--- src/rtl/sqrt_pkg.sv ---
// Shared types and width helpers for the iterative fixed-point square root.
// Build option: SQRT_ROUND_EN adds a guard iteration and round-half-up of the root.
package sqrt_pkg;

    typedef enum logic [1:0] {
        ST_IDLE = 2'd0,
        ST_BUSY = 2'd1,
        ST_DONE = 2'd2
    } state_e;

    // Root width for an unsigned Q(in_w/2).(frac_w) result.
    function automatic int root_w(input int in_w, input int frac_w);
        return in_w / 2 + frac_w;
    endfunction

    // Number of recurrence steps; rounding needs one extra guard bit.
    function automatic int iter_count(input int in_w, input int frac_w);
`ifdef SQRT_ROUND_EN
        return root_w(in_w, frac_w) + 1;
`else
        return root_w(in_w, frac_w);
`endif
    endfunction

    // The counter only ever holds iters-1 down to 0.
    function automatic int cnt_w(input int iters);
        return (iters <= 2) ? 1 : $clog2(iters);
    endfunction

endpackage

--- src/rtl/sqrt_step.sv ---
// One restoring digit-by-digit square-root step: brings in two radicand bits
// and decides one root bit. Purely combinational so it can be unrolled later.
module sqrt_step #(
    parameter int W = 12
) (
    input  logic [W-1:0] i_rem,
    input  logic [W-1:0] i_root,
    input  logic [1:0]   i_pair,
    output logic [W+1:0] o_rem,
    output logic [W-1:0] o_root
);

    // Before any step the remainder is below 2^W, so W input bits are enough
    // and the shifted remainder fits W+2 bits without loss.
    logic [W+1:0] w_rem_sh;
    logic [W+1:0] w_trial;
    logic         w_take;
    logic [W:0]   w_root_ext;

    assign w_rem_sh   = {i_rem, i_pair};
    assign w_trial    = {i_root, 2'b01};
    assign w_take     = (w_rem_sh >= w_trial);
    assign w_root_ext = {i_root, w_take};

    always_comb begin
        o_rem  = w_rem_sh;
        o_root = w_root_ext[W-1:0];
        if (w_take) begin
            o_rem = w_rem_sh - w_trial;
        end
    end

endmodule

--- src/rtl/sqrt_iter.sv ---
// Sequential unsigned fixed-point square root, one root bit per clock, with
// valid/ready on both sides. Build option: SQRT_ROUND_EN (round half-up, saturating).
module sqrt_iter
    import sqrt_pkg::*;
#(
    parameter  int IN_W   = 8,
    parameter  int FRAC_W = 8,
    localparam int ROOT_W = root_w(IN_W, FRAC_W)
) (
    input  logic              i_clk,
    input  logic              i_rst_n,
    input  logic              i_in_valid,
    output logic              o_in_ready,
    input  logic [IN_W-1:0]   i_in_data,
    output logic              o_out_valid,
    input  logic              i_out_ready,
    output logic [ROOT_W-1:0] o_out_root,
    output logic              o_out_exact
);

    localparam int ITERS = iter_count(IN_W, FRAC_W);
    localparam int RAD_W = 2 * ITERS;
    localparam int CNT_W = cnt_w(ITERS);
    localparam logic [CNT_W-1:0] CNT_LOAD = CNT_W'(ITERS - 1);

    state_e            r_state;
    state_e            w_state_next;
    logic [CNT_W-1:0]  r_cnt;
    logic [RAD_W-1:0]  r_rad;
    logic [ITERS+1:0]  r_rem;
    logic [ITERS-1:0]  r_root;
    logic              r_out_valid;
    logic [ROOT_W-1:0] r_out_root;
    logic              r_out_exact;

    logic [RAD_W-1:0]  w_rad_load;
    logic [ITERS+1:0]  w_rem_next;
    logic [ITERS-1:0]  w_root_next;
    logic [ROOT_W-1:0] w_fin_root;
    logic              w_fin_exact;

    // Radicand is left-aligned so the fractional (and guard) pairs shift in as zeros.
    assign w_rad_load = RAD_W'(i_in_data) << (RAD_W - IN_W);

    sqrt_step #(
        .W (ITERS)
    ) u_step (
        .i_rem  (r_rem[ITERS-1:0]),
        .i_root (r_root),
        .i_pair (r_rad[RAD_W-1 -: 2]),
        .o_rem  (w_rem_next),
        .o_root (w_root_next)
    );

`ifdef SQRT_ROUND_EN
    logic              w_guard;
    logic [ROOT_W-1:0] w_trunc;
    logic [ROOT_W:0]   w_sum;

    assign w_guard     = r_root[0];
    assign w_trunc     = r_root[ITERS-1:1];
    assign w_sum       = {1'b0, w_trunc} + {{ROOT_W{1'b0}}, w_guard};
    // A carry out means the truncated root was all ones: clamp instead of wrapping.
    assign w_fin_root  = w_sum[ROOT_W] ? {ROOT_W{1'b1}} : w_sum[ROOT_W-1:0];
    assign w_fin_exact = (r_rem == '0) && !w_guard;
`else
    assign w_fin_root  = r_root;
    assign w_fin_exact = (r_rem == '0);
`endif

    always_ff @(posedge i_clk or negedge i_rst_n) begin
        if (!i_rst_n) begin
            r_state <= ST_IDLE;
        end else begin
            r_state <= w_state_next;
        end
    end

    always_comb begin
        w_state_next = r_state;
        unique case (r_state)
            ST_IDLE: if (i_in_valid)                 w_state_next = ST_BUSY;
            ST_BUSY: if (r_cnt == '0)                w_state_next = ST_DONE;
            ST_DONE: if (r_out_valid && i_out_ready) w_state_next = ST_IDLE;
            default:                                 w_state_next = ST_IDLE;
        endcase
    end

    always_ff @(posedge i_clk or negedge i_rst_n) begin
        if (!i_rst_n) begin
            r_cnt       <= '0;
            r_rad       <= '0;
            r_rem       <= '0;
            r_root      <= '0;
            r_out_valid <= 1'b0;
            r_out_root  <= '0;
            r_out_exact <= 1'b0;
        end else begin
            unique case (r_state)
                ST_IDLE: begin
                    if (i_in_valid) begin
                        r_rad  <= w_rad_load;
                        r_rem  <= '0;
                        r_root <= '0;
                        r_cnt  <= CNT_LOAD;
                    end
                end
                ST_BUSY: begin
                    r_rad  <= r_rad << 2;
                    r_rem  <= w_rem_next;
                    r_root <= w_root_next;
                    if (r_cnt != '0) begin
                        r_cnt <= r_cnt - CNT_W'(1);
                    end
                end
                ST_DONE: begin
                    // First DONE cycle latches the finished result; it then holds until taken.
                    if (!r_out_valid) begin
                        r_out_valid <= 1'b1;
                        r_out_root  <= w_fin_root;
                        r_out_exact <= w_fin_exact;
                    end else if (i_out_ready) begin
                        r_out_valid <= 1'b0;
                    end
                end
                default: begin
                    r_out_valid <= 1'b0;
                end
            endcase
        end
    end

    assign o_in_ready  = (r_state == ST_IDLE);
    assign o_out_valid = r_out_valid;
    assign o_out_root  = r_out_root;
    assign o_out_exact = r_out_exact;

endmodule

--- config.mk ---
export PLATFORM = sky130hd
export DESIGN_NAME = sqrt_iter
export DESIGN_NICKNAME = d
export VERILOG_FILES = /design/src/rtl/sqrt_pkg.sv /design/src/rtl/sqrt_step.sv /design/src/rtl/sqrt_iter.sv
export SDC_FILE = /design/constraint.sdc
export NUM_CORES = 1
export LEC_CHECK = 0
export CAP_MARGIN = 10
export CORE_MARGIN = 5
export CORE_UTILIZATION = 57
export CTS_CLUSTER_SIZE = 10
export DETAILED_ROUTE_END_ITERATION = 7
export MAX_ROUTING_LAYER = met4
export PLACE_DENSITY = 0.82
export SLEW_MARGIN = 20
export SYNTH_ARGS = -nofsm -noshare
export SYNTH_HDL_FRONTEND = slang
export SYNTH_SLANG_ARGS = --single-unit
--- constraint.sdc ---
create_clock -name i_clk -period 2.5 [get_ports i_clk]
set_clock_uncertainty 0.1 [all_clocks]
set_input_delay 0.75 -clock i_clk [delete_from_list [all_inputs] [get_ports i_clk]]
set_output_delay 0.75 -clock i_clk [all_outputs]
set_load 0.1 [all_outputs]
==> results.json <==
{
  "htreeDepth": 2,
  "yosys.area.top_type": "dfrtp_1",
  "via_per_inst": 5.78,
  "fmax_ghz": 0.427,
  "critical_path_class": "register to register",
  "tightestPinTransition_ps": 427,
  "antenna_cells": 0,
  "cpPeakStageDelay_ps": 440,
  "post_drt_wl_per_cell_um": 15.9,
  "synth_area_leaders": "dfrtp_1 (45%), ha_1 (6.7%), o21ai_0 (6.0%), mux2_2 (4.9%), nand2_1 (4.5%)",
  "fin_crit_sh_pct": 93.7,
  "timing.critical_path.buf_inv": 0,
  "antenna_found_initial": 0,
  "gr-usage-all-layers_pct": 21.3,
  "syn_area_per_cell_um2": 9.64,
  "setup_ws_ps": 157,
  "clk_pin_slew_worst_paths_ps": 100,
  "status": "completed",
  "firstDrtPassIters": 4,
  "ff_latch_area_um2": 1350,
  "ys_warn_count": 0,
  "fill_cells": 424,
  "row_count": 26,
  "grt_pass1_vias": 2263,
  "grt_first_pass_wirelength_um": 10700,
  "cts-resized-gates": 0,
  "cts-hold-fix-buffers": 0,
  "synth_cell_types": 44,
  "initial_core_util_pct": 58.3,
  "post-route-drc-count": 0,
  "multi_input_area_um2": 1510,
  "syn_inst": 309,
  "drive_gt1_share_pct": 18.0,
  "cts_max_path_buffers": 2,
  "synth_most_common_cell": "dfrtp_1",
  "syn2layout_area_growth_pct": 16.4,
  "startpoint_type": "register",
  "path_cells": "ha_1 > a21oi_1 > nand2_1 > a41oi_2 > a21oi_2 > a311oi_1 > xor2_1 > o31ai_1",
  "die_area_um2": 6770,
  "io_buffers": 26,
  "cts_sinks": 54,
  "arrival_ps": 2450,
  "crit_family": "compound AO/OA/AOI/OAI gates",
  "cts_tree": "done",
  "synth_top_area_share_pct": 45.4,
  "drt_iter0_markers": 149,
  "ys.flop_type": "dfrtp_1",
  "gp_congestion": 0.919,
  "synth_commonest_cells": "dfrtp_1 (54), nand2_1 (36), o21ai_0 (36)",
  "drv_cap": 0,
  "max_slew_margin_pct": 71.3,
  "dieHeight_um": 82.3,
  "antenna_left": 0,
  "grt_max_degree": 39,
  "grt_overflow": 0,
  "cp-end-kind": "register",
  "via_count": 2366,
  "worst-path-max-fanout": 6,
  "synth_seq_cells": 54,
  "wirelength_um": 6490,
  "dp_slack_ps": 91.4,
  "clock-root-buffer": "clkbuf_8",
  "synth_edf_count": 0,
  "coreArea_um2": 5110,
  "io_pins": 27,
  "min_path_type": "input pin to asynchronous set/reset pin",
  "synth_fp_nets": 337,
  "yosysSeqAreaShare_pct": 45.4,
  "reg2reg_slack_ps": 160,
  "critPathSlowestCell": "dfrtp_1",
  "insertion_delay_ps": 310,
  "cts-buffers-inserted": 5,
  "postCtsSetupBuffers": 0,
  "fin_crit_ps": 2340,
  "fin_nets": 366,
  "die_x_um": 82.3,
  "hold_viol_final": 0,
  "async_flop_share_pct": 100,
  "setup_viol": 0,
  "maxSlewViolCount": 0,
  "required_ps": 2610,
  "synth.cell_area_um2": 2980,
  "dp_hpwl_um": 4890
}
final cells by class:
cell class                 instances  area share (%)
multi-input combinational        220            43.6
clock inverter                     2           0.361
inverter                          21            2.27
timing repair buffer              36            9.89
sequential                        54            39.0
clock buffer                       6            2.38
tap                               70            2.53
flip-flops by register name, summed over array words and instances (netlist names):
signal,cells
o_out_exact,1
r_rad,8
r_rem,14
r_state,2
o_out_root,12
r_root,12
r_cnt,4
o_out_valid,1
per-stage QoR:
step / hold slack (ps) / area [um^2] / TNS, ps / utilization (%) / cells
6_report: 265 / 3470 / 0 / 67.9 / 409
5_1_grt: 285 / 3470 / -6.13 / 67.9 / 409
4_1_cts: 269 / 3440 / 0 / 67.4 / 409
3_5_place_dp: 379 / 3350 / 0 / 65.5 / 401
3_3_place_gp: 362 / 3350 / 0 / 65.5 / 401
2_1_floorplan: 350 / 2980 / 0 / - / 309
final timing paths:
kind,end,depth (start not counted),start
min reg2reg,r_rad[19],2,r_rad[19]
min,r_rem[4],1,i_rst_n
max,r_rem[13],8,r_rem[1]
min in group i_clk,r_rad[19],2,r_rad[19]
max in group asynchronous,r_rem[7],2,i_rst_n
max reg2reg,r_rem[13],8,r_rem[1]
cell usage in the layout (no fill, tap or decap), types with 2 or more instances in the layout:
cell type / count
clkdlybuf4s50_1: 10
clkbuf_8: 6
xnor2_1: 6
nor3_1: 6
o311ai_1: 4
nor2b_1: 5
nand2b_1: 4
nand2_1: 36
o21ai_1: 2
a31oi_1: 2
a21oi_2: 4
o31ai_1: 3
mux2i_1: 10
a211o_1: 2
nand4_1: 2
o21ai_0: 36
ha_1: 14
nor4_1: 2
a311oi_1: 2
a32oi_1: 3
buf_12: 4
buf_4: 21
nand3_1: 9
xor2_1: 4
nor2_1: 13
inv_1: 21
or4_1: 2
mux2_2: 13
a21oi_1: 14
ha_2: 2
dfrtp_1: 54
o21a_1: 3
layer usage:
metal  vias to the layer above  part of all wire, %  GRT usage, %
met5                         -                    0             -
met4                         0                  1.7          4.49
met3                        12                  3.9          3.58
met2                        48                   53          37.3
met1                      1151                   42          25.9
li1                       1155                    -             -
cell families after synthesis:
| group | count (synthesis) | share of synthesized area, % |
|---|---|---|
| muxes | 23 | 8.27 |
| buffers and inverters | 35 | 5.17 |
| adders and majority gates | 16 | 6.72 |
| xor gates and xnor gates | 10 | 2.94 |
| AOI/OAI and AO/OA | 84 | 17.8 |
| DFF | 54 | 45.4 |
| and+or+nand+nor | 87 | 13.7 |
Power is left out: the tool's default activity adds up to more than one toggle a clock period on the data nets, which glitch-free logic cannot reach.
